===== config.mk =====
export PLATFORM = sky130hd
export DESIGN_NAME = div_bcd_formatter
export DESIGN_NICKNAME = d
export VERILOG_FILES = /design/src/rtl/div_bcd_formatter_pkg.sv /design/src/rtl/div_bcd_formatter_bcd_add3.sv /design/src/rtl/div_bcd_formatter.sv
export SDC_FILE = /design/constraint.sdc
export NUM_CORES = 1
export LEC_CHECK = 0
export BUFFER_PORTS_ARGS = -buffer_cell sky130_fd_sc_hd__buf_4
export CAP_MARGIN = 20
export CORE_ASPECT_RATIO = 1.1
export CORE_UTILIZATION = 35
export DETAILED_ROUTE_END_ITERATION = 12
export GPL_ROUTABILITY_DRIVEN = 0
export RECOVER_POWER = 25
export SLEW_MARGIN = 20
export SYNTH_ARGS = -nofsm -noshare
export SYNTH_HDL_FRONTEND = slang
export SYNTH_HIERARCHICAL = 1
export SYNTH_SLANG_ARGS = --single-unit

===== constraint.sdc =====
create_clock -name clk -period 4.48 [get_ports clk]
set_input_delay 0.672 -clock clk [delete_from_list [all_inputs] [get_ports clk]]
set_output_delay 0.672 -clock clk [all_outputs]
set_load 0.005 [all_outputs]

===== src/rtl/div_bcd_formatter_pkg.sv =====
// Shared types and helpers for the divider BCD formatter: FSM state encoding,
// the blank-digit code and the minimum-digit-count function used to validate DIGITS.
package div_pkg;

    typedef enum logic [1:0] {IDLE, CONV_Q, CONV_R, DONE} bcd_state_t;

    localparam logic [3:0] BCD_BLANK = 4'hF;

    // Number of decimal digits needed to print 2^w-1.
    function automatic int bcd_digits(input int w);
        longint unsigned v;
        int              n;
        v = (64'd1 << w) - 64'd1;
        n = 1;
        while (v >= 64'd10) begin
            v = v / 64'd10;
            n = n + 1;
        end
        return n;
    endfunction

endpackage


===== src/rtl/div_bcd_formatter_bcd_add3.sv =====
// One double-dabble digit correction: adds 3 to a BCD digit of 5 or more so the
// following left shift carries correctly into the next decimal digit.
module bcd_add3 (
    input  logic [3:0] digit_i,
    output logic [3:0] digit_o
);

    assign digit_o = (digit_i >= 4'd5) ? digit_i + 4'd3 : digit_i;

endmodule


===== src/rtl/div_bcd_formatter.sv =====
// Sequential binary-to-BCD formatter for the divider's {quotient, remainder} result,
// one shared double-dabble engine; define DIV_BCD_BLANK_EN for leading-zero blanking.
module div_bcd_formatter
    import div_pkg::*;
#(
    parameter int WIDTH  = 16,
    parameter int DIGITS = 5
) (
    input  logic                  clk,
    input  logic                  rst,
    input  logic [WIDTH-1:0]      quotient,
    input  logic [WIDTH-1:0]      remainder,
    input  logic                  src_valid,
    output logic                  src_ready,
    output logic                  dest_valid,
    input  logic                  dest_ready,
    output logic [4*DIGITS-1:0]   quotient_bcd,
    output logic [4*DIGITS-1:0]   remainder_bcd
);

    localparam int BW = 4 * DIGITS;
    localparam int CW = $clog2(WIDTH + 1);
    localparam int SW = BW + WIDTH;

    if (DIGITS < bcd_digits(WIDTH)) begin : g_digits_check
        $error("div_bcd_formatter: DIGITS=%0d too small for WIDTH=%0d", DIGITS, WIDTH);
    end

    bcd_state_t         state_q,    state_d;
    logic [CW-1:0]      cnt_q,      cnt_d;
    logic [SW-1:0]      scratch_q,  scratch_d;
    logic [WIDTH-1:0]   rem_hold_q, rem_hold_d;
    logic [BW-1:0]      qbcd_q,     qbcd_d;
    logic [BW-1:0]      rbcd_q,     rbcd_d;

    logic [BW-1:0]      bcd_adj;
    logic [SW-1:0]      adj_val;
    logic [SW-1:0]      step_val;
    logic               last_step;

    for (genvar gi = 0; gi < DIGITS; gi++) begin : g_add3
        bcd_add3 u_add3 (
            .digit_i (scratch_q[WIDTH + 4*gi +: 4]),
            .digit_o (bcd_adj[4*gi +: 4])
        );
    end

    assign adj_val   = {bcd_adj, scratch_q[WIDTH-1:0]};
    assign step_val  = adj_val << 1;
    assign last_step = (cnt_q == CW'(WIDTH - 1));

`ifdef DIV_BCD_BLANK_EN
    // Digits above the most significant non-zero digit become blanks; digit 0 always shows.
    function automatic logic [BW-1:0] fmt_result(input logic [BW-1:0] bcd);
        logic [BW-1:0] res;
        logic          lead;
        res  = bcd;
        lead = 1'b1;
        for (int i = DIGITS - 1; i >= 1; i--) begin
            if (lead && (bcd[4*i +: 4] == 4'd0)) begin
                res[4*i +: 4] = BCD_BLANK;
            end else begin
                lead = 1'b0;
            end
        end
        return res;
    endfunction
`else
    function automatic logic [BW-1:0] fmt_result(input logic [BW-1:0] bcd);
        return bcd;
    endfunction
`endif

    always_comb begin
        state_d    = state_q;
        cnt_d      = cnt_q;
        scratch_d  = scratch_q;
        rem_hold_d = rem_hold_q;
        qbcd_d     = qbcd_q;
        rbcd_d     = rbcd_q;
        case (state_q)
            IDLE: begin
                if (src_valid) begin
                    scratch_d  = {{BW{1'b0}}, quotient};
                    rem_hold_d = remainder;
                    cnt_d      = '0;
                    state_d    = CONV_Q;
                end
            end
            CONV_Q: begin
                scratch_d = step_val;
                cnt_d     = cnt_q + CW'(1);
                if (last_step) begin
                    qbcd_d    = fmt_result(step_val[SW-1:WIDTH]);
                    scratch_d = {{BW{1'b0}}, rem_hold_q};
                    cnt_d     = '0;
                    state_d   = CONV_R;
                end
            end
            CONV_R: begin
                scratch_d = step_val;
                cnt_d     = cnt_q + CW'(1);
                if (last_step) begin
                    rbcd_d  = fmt_result(step_val[SW-1:WIDTH]);
                    cnt_d   = '0;
                    state_d = DONE;
                end
            end
            DONE: begin
                if (dest_ready) begin
                    state_d = IDLE;
                end
            end
            default: state_d = IDLE;
        endcase
    end

    always_ff @(posedge clk) begin
        if (rst) begin
            state_q    <= IDLE;
            cnt_q      <= '0;
            scratch_q  <= '0;
            rem_hold_q <= '0;
            qbcd_q     <= '0;
            rbcd_q     <= '0;
        end else begin
            state_q    <= state_d;
            cnt_q      <= cnt_d;
            scratch_q  <= scratch_d;
            rem_hold_q <= rem_hold_d;
            qbcd_q     <= qbcd_d;
            rbcd_q     <= rbcd_d;
        end
    end

    assign src_ready     = (state_q == IDLE);
    assign dest_valid    = (state_q == DONE);
    assign quotient_bcd  = qbcd_q;
    assign remainder_bcd = rbcd_q;

endmodule


; ---- Yosys cells after proc, flatten, opt, wreduce, memory -nomap -nowiden
; Index checks and enable logic that the tools add are counted.
[totals]
ff_bits = 99
in_bits = 36
output_inout_bits = 42
wordCells = 51
[op_classes]
addsub = 6
n_lt_le_gt_ge = 5
n_eq_ne = 8
n_mux = 16
n_reduce_logical = 10
[op_table]
columns = operator, n
row1 = $pmux W36 S3, 1
row2 = $mux W36, 2
row3 = $ge A4 B3 Y1 const B, 5
row4 = $add A4 B2 Y4 const B, 4
row5 = $mux W4, 4
row6 = $mux W5, 2
row7 = $pmux W5 S2, 1
row8 = $reduce_and A2 Y1, 5
row9 = $mux W2, 4
row10 = $pmux W2 S4, 1
row11 = $ne A2 B2 Y1 const B, 3
row12 = $add A5 B1 Y5 const B, 1
row13 = $eq A5 B4 Y1 const B, 1
row14 = $eq A2 B2 Y1 const B, 2
row15 = $reduce_and A4 Y1, 1
row16 = $add A3 B2 Y3 const B, 1
row17 = $mux W3, 1
row18 = $reduce_bool A3 Y1, 1
row19 = $eq A2 B1 Y1 const B, 1
row20 = $logic_not A2 Y1, 1
row21 = $ne A2 B1 Y1 const B, 1
row22 = $reduce_bool A2 Y1, 1
row23 = $reduce_or A2 Y1, 1

; ---- Longest topological paths before layout
[logic_depth]
ltp_word = 4
ltp_mapped = 7
mapped_depth_nobuf = 7

; ---- Hierarchy
; The synthesis kept the hierarchy.
[modules_own_cells]
columns = module, n_inst, cells_per_inst, area_per_inst_um2, seq_area_each_um2
row1 = div_bcd_formatter, 1, 468, 3980.1, 1981.9
row2 = bcd_add3, 5, 16, 101.3, 0.0

; ---- Worst setup path after synthesis
; No wires, ideal clock.
[synth_timing]
path_type = register -> register
from = register state_q[0]
to = register scratch_q[14]
setup_time_ns = 0.117
t_arrival_ns = 1.532
required_ns = 4.363
setup_slack_ns = 2.831
path_stages_with_launch = 8
n_path_buf = 1
synth_period_minus_slack_ns = 1.649
path_cell_list = dfxtp_1 -> inv_1 -> ha_1 -> and2b_1 -> nor2_2 -> nor2_4 -> buf_2 -> a22o_1
[synth_between]
elab_chain_cells = 3
elab_cells_between_ends = 7
classes_between = 3 x eq/ne / 1 x mux / 3 x reduce/logical
[synth_lines]
columns = element, line
row1 = "start, declared", div_bcd_formatter.sv:29  ; bcd_state_t state_q, state_d;
row2 = "start signal, assigned", div_bcd_formatter.sv:127  ; state_q <= state_d;
row3 = $logic_not A2 Y1 *, n/a
row4 = named net src_ready, div_bcd_formatter.sv:14  ; output logic src_ready,
row5 = $ne A2 B2 Y1 (no source line) or $reduce_bool A3 Y1 (tied branches), n/a
row6 = $reduce_and A2 Y1 (no source line), n/a
row7 = "end signal, assigned", div_bcd_formatter.sv:129  ; scratch_q <= scratch_d;
row8 = "end, declared", div_bcd_formatter.sv:31  ; logic [SW-1:0] scratch_q, scratch_d;
; Mark *: on every way through the listed nets, which the timed path passes. The rest lies on a longest branch.
; A chain may end at the register's enable or synchronous reset.

; ---- Worst setup path after layout
[layout_timing]
from = register cnt_q[0]
to = register scratch_q[0]
[layout_between]
elab_chain_cells = 3
[layout_lines]
columns = element, line
row1 = "start, declared", div_bcd_formatter.sv:30  ; logic [CW-1:0] cnt_q, cnt_d;
row2 = "start signal, assigned", div_bcd_formatter.sv:128  ; cnt_q <= cnt_d;
row3 = $eq A5 B4 Y1, div_bcd_formatter.sv:50  ; assign last_step = (cnt_q == CW'(WIDTH - 1));
row4 = $mux W36, div_bcd_formatter.sv:93  ; if (last_step) begin
row5 = $pmux W36 S3, div_bcd_formatter.sv:81  ; case (state_q)
; Every way passes these cells.

==> out/results.tsv <==
stage	metric	value	unit
min_path	hold_path_class	reg -> reg	
clocking	cts.path.max_buffers	2	
die	die-area	0.0132	mm^2
global_routing	grt_max_degree	69	
finish	synthToLayoutAreaGrowth	19.7	%
detailed_routing	drcViolationCount	0	
finish	antenna_cells	0	
place	placed_area	0.00508	mm^2
finish	n_fill_cell	1257	
global_routing	grt_pass1_wl	17.0	mm
detailed_routing	via_count	3890	
global_routing	antenna_found_initial	0	
power	p_leak	2.06	nW
run_status	status	complete, no violations	
clocking	cts_hold_buf	0	
sta	rsz0062_at_grt	false	
detailed_routing	routed_wl	10.6	mm
detailed_routing	vias_per_cell	5.14	
sta	worst_pin_slew	0.878	ns
clocking	cts_resized	0	
detailed_routing	drtAntennaViolNets	0	
critical_path	cp_slowest_stage_delay	0.69	ns
global_routing	grt_use_total	16.4	%
die	io_pins	78	
sta	hold_viol_final	0	
logic_synthesis	avgSynthCellArea	8.21	um^2
detailed_routing	drtIter0Drc	205	
run	drv_cap	0	
place	dp_hpwl	7.01	mm
clocking	cts_max_level	3	
critical_path	critPathRequiredTime	4.73	ns
clocking	clk_latency	0.34	ns
critical_path	path_cells	ha_1 -> and4b_4 -> and2_1 -> nand3_1 -> a311oi_1	
die	fp.dieH	120	um
die	num_rows	42	
critical_path	critPathKind	reg -> reg	
critical_path	startpoint_type	flip-flop	
global_routing	globalRoute.totalOverflow	0	
finish	final_cell_area	0.00535	mm^2
clocking	postCtsSetupBuffers	0	
sta	fmax	0.434	GHz
sta	slew_viol_final	0	
die	core-area	0.0122	mm^2
critical_path	cp_max_fo	22	
die	die_w	110	um
die	initial_core_util	36.5	%
critical_path	critPathSlowestCell	and2_1	
power	ir_drop	382	uV
clocking	path_clk_slew	0.07	ns
logic_synthesis	synth_area	0.00447	mm^2
clocking	root_buffer	clkbuf_16	
sta	finalSetupViolCount	0	
sta	finalCritPeriodShare	51.5	%
sta	period_needed	2.31	ns
logic_synthesis	synthCells	544	
clocking	clkSinkCount	99	
logic_synthesis	synth_warnings	6	
detailed_routing	wl_per_cell	14.0	um
critical_path	crit_arrival	2.56	ns
sta	finalClockSkew	0.00661	ns
power	powerDensity	456	mW/mm^2
global_routing	grt_pass1_vias	3549	
finish	fin_nets	650	
sta	slew_headroom	41.3	%
sta	fin_tns_setup	0	ns
logic_synthesis	syn-num-nets	596	
finish	drive_above_1_share	17.2	%
critical_path	end_kind	flip-flop	
clocking	cts_buffers	9	
clocking	cts_tree	yes	
detailed_routing	firstDrtPassIters	4	
place	port-buffer-count	77	
critical path: cells and delay by family, from the launching register on:
family                   cells  cell delay [ns]
AO/OA/AOI/OAI                1             0.29
adder cells (fa/ha/maj)      1             0.25
flip-flops                   1             0.37
AND/OR/NAND/NOR              3             1.30
state kept, by name (all words and copies together), names as in the netlist:
signal	cells
cnt_q	5
state_q	2
quotient_bcd	20
rem_hold_q	16
remainder_bcd	20
scratch_q	36
cell usage in the layout (no fill, tap or decap), types with 9 or more instances in the layout:
master / count
nand2_1: 152
clkbuf_4: 32
inv_1: 13
o21a_1: 15
nand4_1: 15
nor2_1: 11
a21oi_1: 60
a22o_1: 35
ha_1: 16
nand2b_1: 11
buf_4: 45
dfxtp_1: 99
clkbuf_16: 9
nand3_1: 33
layout make-up:
type                       instances  area, um^2  share of cell area, %
multi-input combinational        395        2260                   42.3
sequential                        99        1980                   37.1
timing repair buffer              80         589                   11.0
clock buffer                      12         246                   4.61
tap                              154         193                   3.60
inverter                          13        48.8                  0.913
clock inverter                     4        26.3                  0.491
worst paths after layout:
kind	depth (start not counted)	slack [ns]	startpoint	end
max	5	2.17	cnt_q[0]$_SDFFE_PP0P_	scratch_q[0]$_SDFFE_PP0P_
min	2	0.45	quotient_bcd[9]$_SDFFE_PP0P_	quotient_bcd[9]$_SDFFE_PP0P_
max reg2reg	5	2.17	cnt_q[0]$_SDFFE_PP0P_	scratch_q[0]$_SDFFE_PP0P_
min reg2reg	2	0.45	quotient_bcd[9]$_SDFFE_PP0P_	quotient_bcd[9]$_SDFFE_PP0P_
where the power goes:
group          internal (mW)  total [mW]  switching [mW]
Clock                  0.391       0.722           0.331
Sequential             0.971        1.04          0.0678
Combinational          0.253       0.679           0.425
Total                   1.62        2.44           0.824
stage by stage:
| step | utilization [%] | setup slack [ns] | hold WS [ns] | cells | power (mW) |
|---|---|---|---|---|---|
| finish | 43.7 | 2.17 | 0.453 | 757 | 2.44 |
| global route | 43.7 | 1.97 | 0.476 | 757 | 2.57 |
| CTS | 43.8 | 2.15 | 0.458 | 757 | 2.47 |
| detailed placement | 41.5 | 2.19 | 0.449 | 741 | 1.74 |
| global placement | 41.5 | 2.24 | 0.444 | 741 | 1.72 |
| floorplan | - | 2.83 | 0.437 | 544 | 1.57 |
per-layer routing:
metal | vias to the layer above | track usage, % | wire length (um)
li1 | 1974 | - | -
met1 | 1809 | 21.5 | 4960
met2 | 89 | 26.3 | 4980
met3 | 18 | 2.70 | 399
met4 | 0 | 7.42 | 231
met5 | - | 0 | 0
No activity file was read; power rests on OpenSTA's default activity.
